==> src/rtl/lke_pkg.sv <==
// Shared types and defaults for the lookup-engine update scheduler.
// Holds the scheduler state encoding and the default table geometry.
package lke_pkg;

    localparam int LKE_KEY_LEN = 197;
    localparam int LKE_ACT_LEN = 625;
    localparam int LKE_ADDR_W  = 4;

    typedef enum logic [1:0] {
        IDLE  = 2'd0,
        DRAIN = 2'd1,
        WRITE = 2'd2,
        HOLD  = 2'd3
    } lke_state_t;

    // Ceiling log2, never below 1 so it can size a counter directly.
    function automatic int clog2(input int value);
        int r;
        int v;
        r = 0;
        v = value - 1;
        while (v > 0) begin
            r = r + 1;
            v = v >> 1;
        end
        return (r < 1) ? 1 : r;
    endfunction

endpackage

==> src/rtl/lke_inflight_cnt.sv <==
// Occupancy counter for lookups in flight between key acceptance and action retire.
// Saturates at both ends; simultaneous accept and retire leave it unchanged.
module lke_inflight_cnt
    import lke_pkg::*;
#(
    parameter int MAX_CNT = 7,
    localparam int CNT_W = clog2(MAX_CNT + 1)
) (
    input  logic             clk,
    input  logic             rst_n,
    input  logic             accept,
    input  logic             retire,
    output logic [CNT_W-1:0] cnt
);

    localparam logic [CNT_W-1:0] CNT_MAX = CNT_W'(MAX_CNT);

    function automatic logic [CNT_W-1:0] sat_step(
        input logic [CNT_W-1:0] cur,
        input logic             up,
        input logic             dn
    );
        logic [CNT_W-1:0] nxt;
        nxt = cur;
        if (up && !dn && (cur != CNT_MAX))
            nxt = cur + CNT_W'(1);
        else if (dn && !up && (cur != '0))
            nxt = cur - CNT_W'(1);
        return nxt;
    endfunction

    always_ff @(posedge clk) begin
        if (!rst_n)
            cnt <= '0;
        else
            cnt <= sat_step(cnt, accept, retire);
    end

    // A retire with nothing in flight points at a lookup-engine protocol bug.
    underflow_chk: assert property (@(posedge clk) disable iff (!rst_n)
        !(retire && !accept && (cnt == '0)));

endmodule

==> src/rtl/lke_update_sched.sv <==
// Update scheduler: stalls lookups, drains the engine, issues one CAM or action-RAM
// write, holds for a settle window, then reopens the key gate.
module lke_update_sched
    import lke_pkg::*;
#(
    parameter int KEY_LEN      = LKE_KEY_LEN,
    parameter int ACT_LEN      = LKE_ACT_LEN,
    parameter int ADDR_W       = LKE_ADDR_W,
    parameter int MAX_INFLIGHT = 7,
    parameter int SETTLE_CYC   = 2,
    parameter int GAP_CYC      = 4,
    localparam int CNT_W = clog2(MAX_INFLIGHT + 1)
) (
    input  logic               clk,
    input  logic               rst_n,
    input  logic               key_valid_in,
    output logic               key_ready_out,
    output logic               key_valid_out,
    input  logic               lke_ready_in,
    input  logic               act_valid_in,
    input  logic               act_ready_in,
    input  logic               wr_req,
    input  logic               wr_sel_cam,
    input  logic [ADDR_W-1:0]  wr_addr,
    input  logic [KEY_LEN-1:0] wr_key,
    input  logic [ACT_LEN-1:0] wr_act,
    output logic               cam_we,
    output logic               ram_we,
    output logic [ADDR_W-1:0]  tbl_addr,
    output logic [KEY_LEN-1:0] cam_wdata,
    output logic [ACT_LEN-1:0] ram_wdata,
    output logic               wr_ack,
    output logic [CNT_W-1:0]   inflight,
    output logic               busy
);

    localparam int SET_W = clog2(SETTLE_CYC + 1);
    localparam int GAP_W = clog2(GAP_CYC + 1);

    lke_state_t       state;
    lke_state_t       state_nxt;
    logic             gate_open;
    logic             accept;
    logic             retire;
    logic             req_take;
    logic             hold_last;
    logic             sel_cam_p1;
    logic [SET_W-1:0] settle_cnt;
    logic [GAP_W-1:0] gap_cnt;

    assign gate_open     = (state == IDLE) && (inflight < CNT_W'(MAX_INFLIGHT));
    assign key_valid_out = key_valid_in & gate_open;
    assign key_ready_out = lke_ready_in & gate_open;
    assign accept        = key_valid_in & lke_ready_in & gate_open;
    assign retire        = act_valid_in & act_ready_in;

    lke_inflight_cnt #(
        .MAX_CNT (MAX_INFLIGHT)
    ) u_inflight_cnt (
        .clk     (clk),
        .rst_n   (rst_n),
        .accept  (accept),
        .retire  (retire),
        .cnt     (inflight)
    );

    // The gap only defers a write while keys are actually waiting.
    always_comb begin
        state_nxt = state;
        req_take  = 1'b0;
        hold_last = 1'b0;
        case (state)
            IDLE: begin
                if (wr_req && ((gap_cnt == '0) || !key_valid_in)) begin
                    req_take  = 1'b1;
                    state_nxt = DRAIN;
                end
            end
            DRAIN: begin
                if (inflight == '0)
                    state_nxt = WRITE;
            end
            WRITE: begin
                state_nxt = HOLD;
            end
            HOLD: begin
                if (settle_cnt <= SET_W'(1)) begin
                    hold_last = 1'b1;
                    state_nxt = IDLE;
                end
            end
            default: begin
                state_nxt = IDLE;
            end
        endcase
    end

    always_ff @(posedge clk) begin
        if (!rst_n) begin
            state      <= IDLE;
            busy       <= 1'b0;
            cam_we     <= 1'b0;
            ram_we     <= 1'b0;
            wr_ack     <= 1'b0;
            settle_cnt <= '0;
            gap_cnt    <= '0;
            sel_cam_p1 <= 1'b0;
            tbl_addr   <= '0;
            cam_wdata  <= '0;
            ram_wdata  <= '0;
        end else begin
            state  <= state_nxt;
            busy   <= (state_nxt != IDLE);
            cam_we <= (state_nxt == WRITE) && sel_cam_p1;
            ram_we <= (state_nxt == WRITE) && !sel_cam_p1;
            wr_ack <= hold_last;

            if (req_take) begin
                sel_cam_p1 <= wr_sel_cam;
                tbl_addr   <= wr_addr;
                cam_wdata  <= wr_key;
                ram_wdata  <= wr_act;
            end

            if (state == WRITE)
                settle_cnt <= SET_W'(SETTLE_CYC);
            else if ((state == HOLD) && (settle_cnt != '0))
                settle_cnt <= settle_cnt - SET_W'(1);

            if (hold_last)
                gap_cnt <= GAP_W'(GAP_CYC);
            else if ((state == IDLE) && (gap_cnt != '0))
                gap_cnt <= gap_cnt - GAP_W'(1);
        end
    end

endmodule

==> config.mk <==
export PLATFORM = sky130hd
export DESIGN_NAME = lke_update_sched
export DESIGN_NICKNAME = d
export VERILOG_FILES = /design/src/rtl/lke_pkg.sv /design/src/rtl/lke_inflight_cnt.sv /design/src/rtl/lke_update_sched.sv
export SDC_FILE = /design/constraint.sdc
export NUM_CORES = 2
export LEC_CHECK = 0
export CAP_MARGIN = 20
export CORE_AREA = 2 2 650 652
export CTS_CLUSTER_DIAMETER = 80
export DETAILED_ROUTE_END_ITERATION = 10
export DIE_AREA = 0 0 652 654
export PLACE_DENSITY_LB_ADDON = 0.08
export SYNTH_ARGS = -nofsm -noshare
export SYNTH_HDL_FRONTEND = slang
export SYNTH_SLANG_ARGS = --single-unit
==> constraint.sdc <==
create_clock -name clk -period 2.1 [get_ports clk]
set_input_delay 0.21 -clock clk [delete_from_list [all_inputs] [get_ports clk]]
set_output_delay 0.21 -clock clk [all_outputs]
set_load 0.05 [all_outputs]
==> flow_metrics.env <==
export IMPL_status="finished, violations left"
export IMPL_violations="negative setup slack"
export IMPL_seq_area_frac_synth=0.584
export IMPL_critPathArrivalTime_ns=2.92
export IMPL_seqPwrFrac=0.227
export IMPL_dp_hpwl_um=226000
export IMPL_synth_compound_area_frac=0.147
export IMPL_yosysWarnings=0
export IMPL_finalSetupViolCount=577
export IMPL_fin_crit_ns=2.25
export IMPL_multi_input_area_mm2=0.0137
export IMPL_synthesis_nets=4504
export IMPL_clockBufferDepth=4
export IMPL_skew_ns=0.0378
export IMPL_cp_end_kind="flip-flop"
export IMPL_start_kind="flip-flop"
export IMPL_num_vias=37200
export IMPL_grt_pass1_vias=37700
export IMPL_routedWlPerCell_um=24.6
export IMPL_slew_headroom=0.483
export IMPL_worst_pin_slew_ns=0.779
export IMPL_grt_pass1_wl_um=372000
export IMPL_p_switching_mw=41.7
export IMPL_final_util=0.177
export IMPL_critPathMaxStageDelay_ns=0.57
export IMPL_synthCells=3665
export IMPL_ant_nets=0
export IMPL_crit_type="flip-flop to flip-flop"
export IMPL_path_cells="inv_2, ha_4, nand2b_4, a2111o_2, buf_12, buf_16, buf_16, clkbuf_16, nand2_1, a21oi_2"
export IMPL_firstDrtPassIters=5
export IMPL_die_x_um=652
export IMPL_dp_slack_ns=-0.757
export IMPL_synth_seq_cells=841
export IMPL_num_rows=238
export IMPL_initialDrtViolationCount=1415
export IMPL_power_switching_share=0.440
export IMPL_cts_sinks=841
export IMPL_io_pins=1669
export IMPL_p_per_area_mw_per_mm2=1280
export IMPL_p_int_mw=53.1
export IMPL_vdd_drop_max_mv=0.523
export IMPL_final_common_cell="nand2_1"
export IMPL_ctsHtreeMaxLevel=4
export IMPL_routabilityCongestion=0.809
export IMPL_cp_data_required_time_ns=2.77
export IMPL_synth_xor_area_frac=0.000608
export IMPL_finalHoldViolCount=0
export IMPL_cts_tree="built"
export IMPL_cp_max_fo=8
export IMPL_cts_buffers=147
export IMPL_gr_total_overflow=0
export IMPL_synth_simple_area_share=0.221
export IMPL_setup_tns_ns=-33.46
export IMPL_drcViolationCount=0
export IMPL_final_min_period_over_clock_period=1.07
export IMPL_die_y_um=654
export IMPL_clock_latency_ns=0.84
export IMPL_pwr_share_clk=0.262
export IMPL_crit_slowest_cell="a2111o_2"
export IMPL_yosys_area_share_adder=0.00243
export IMPL_hp_class="primary input to flip-flop"
export IMPL_rsz0062_at_grt="true"
export IMPL_syn_area_mm2=0.0288
export IMPL_crit_buf_inv=5
export IMPL_grt_max_degree=90
export IMPL_drive_above_1_share=0.240
export IMPL_cts_root_buf="clkbuf_16"
export IMPL_p_comb_frac=0.511
export IMPL_layout_nets=7287
export IMPL_start_util=0.0687
export IMPL_io_buffers=1668
export IMPL_synth_top_family_by_area="simple AND/OR/NAND/NOR gates"
export IMPL_synth_distinct_cells=31
export IMPL_cp_common_cell="buf_16"
export IMPL_synth_avg_cell_area_um2=7.86
export IMPL_die_area_mm2=0.426
export IMPL_muxShareOfSynthArea=0.00174
export IMPL_syn2layout_area_growth_pct=158
export IMPL_slew_viol_final=0
export IMPL_layout_common_cells="1,342 x nand2_1, 839 x clkdlybuf4s50_1, 836 x dfxtp_1"
export IMPL_grt_use_total=0.129
export IMPL_fmax_mhz=445
export IMPL_grt_antenna_before_repair=156
export IMPL_power_leakage_nw=31.8
export IMPL_worst_slack_ns=-0.146
export IMPL_seqCellArea_mm2=0.0168
export IMPL_path_clk_slew_ns=0.05
export IMPL_max_cap_violations=0
export IMPL_crit_family="buffers and inverters"
export IMPL_fillCellCount=47100
export IMPL_vias_per_cell=3.07
export IMPL_placeableCoreArea_mm2=0.419
export IMPL_wl_um=298000
layout make-up:
cell class / instances / share of cell area
Tap cell: 5520 / 0.0930
Antenna cell: 60 / 0.00202
Sequential cell: 841 / 0.227
Multi-Input combinational cell: 2540 / 0.184
Timing Repair Buffer: 2912 / 0.429
Inverter: 6 / 0.000404
Clock inverter: 34 / 0.00583
Clock buffer: 221 / 0.0585
worst paths after layout:
| path | cells after the start | from | to | slack, ns |
|---|---|---|---|---|
| max reg2reg | 10 | gap_cnt[1]$_SDFFE_PP0P_ | ram_wdata[229]$_SDFFE_PN0P_ | -0.15 |
| min reg2reg | 2 | cam_wdata[84]$_SDFFE_PN0P_ | cam_wdata[84]$_SDFFE_PN0P_ | 0.45 |
| min | 3 | wr_act[208] | ram_wdata[208]$_SDFFE_PN0P_ | 0.08 |
| max | 10 | gap_cnt[1]$_SDFFE_PP0P_ | ram_wdata[229]$_SDFFE_PN0P_ | -0.15 |
worst reg2reg max path, stage by stage (launching register included):
cell,delay (ns)
dfxtp_2,0.32
inv_2,0.07
ha_4,0.14
nand2b_4,0.07
a2111o_2,0.57
buf_12,0.19
buf_16,0.17
buf_16,0.22
clkbuf_16,0.20
nand2_1,0.09
a21oi_2,0.05
cell usage after synthesis:
| master | instances | area (µm²) |
|---|---|---|
| nand2_1 | 1667 | 6260 |
| dfxtp_1 | 841 | 16800 |
| a21oi_1 | 833 | 4170 |
| clkbuf_1 | 191 | 717 |
| buf_2 | 74 | 370 |
| buf_6 | 9 | 101 |
| nor2_1 | 7 | 26.3 |
| inv_1 | 5 | 18.8 |
| mux2i_1 | 5 | 50.1 |
| ha_1 | 4 | 50.1 |
| nand2b_1 | 3 | 18.8 |
| and3_1 | 2 | 12.5 |
| buf_1 | 2 | 7.51 |
| buf_4 | 2 | 15.0 |
| nand3_1 | 2 | 10.0 |
| nor3_1 | 2 | 10.0 |
| o21ai_0 | 2 | 10.0 |
| a2111o_1 | 1 | 11.3 |
| a2111oi_4 | 1 | 27.5 |
| a221oi_1 | 1 | 8.76 |
| a311oi_1 | 1 | 8.76 |
| and4_1 | 1 | 8.76 |
| fa_1 | 1 | 20.0 |
| inv_2 | 1 | 3.75 |
| nor2b_1 | 1 | 6.26 |
| nor4_1 | 1 | 6.26 |
| nor4b_1 | 1 | 8.76 |
| o21bai_1 | 1 | 7.51 |
| or3_1 | 1 | 6.26 |
| xnor2_1 | 1 | 8.76 |
| xor2_1 | 1 | 8.76 |
sequential cells by signal, indices dropped and copies added (netlist names):
signal	flops
cam_we	1
busy	1
wr_ack	1
ram_we	1
gap_cnt	3
ram_wdata	625
u_inflight_cnt.cnt	3
state	2
settle_cnt	2
sel_cam_p1	1
tbl_addr	4
cam_wdata	197
timing repair:
item / in CTS / in global routing
resized for setup: 727 / 934
setup buffers: 82 / 48
hold buffers: 790 / 1
gates cloned: 55 / 84
hold endpoints to repair: 790 / 1
setup endpoints to repair: 1360 / 1131
pin swaps: 131 / 262
stage by stage:
step	hold slack, ns	instance area [µm²]	instances	power, mW
after floorplan	0.346	28800	3665	39.7
after detailed placement	0.445	53000	10800	57.5
final	0.0755	74200	12100	94.7
after CTS	0.000771	69100	12000	90.7
after global placement	0.441	53000	10800	57.5
after global routing	0.00828	74200	12100	99.4
kinds of logic (layout without fill, tap and decap cells):
group	count (synthesis)	after routing
AND/OR/NAND/NOR	1688	1688
flip-flops	841	841
AO/OA/AOI/OAI	840	840
buffers and inverters	284	3173
adder cells (fa/ha/maj)	5	5
multiplexers	5	5
XOR/XNOR	2	2
other	0	60
routing by layer:
layer | GRT usage | part of all wire | wire length, µm | vias to the layer above
met5 | 0 | 0.0016 | 469 | -
met4 | 0.0205 | 0.016 | 4790 | 72
met3 | 0.0413 | 0.069 | 20500 | 342
li1 | - | - | - | 17600
met1 | 0.152 | 0.41 | 123000 | 18100
met2 | 0.229 | 0.50 | 149000 | 1162
power groups by stage:
stage	clock, mW	combinational, mW	sequential, mW
floorplan	0	7.61	32.1
global placement	0	35.9	21.7
detailed placement	0	35.8	21.7
CTS	26.1	43.2	21.4
global route	26.6	50.9	22.0
finish	24.8	48.4	21.5
(Power assumes the default switching activity.)
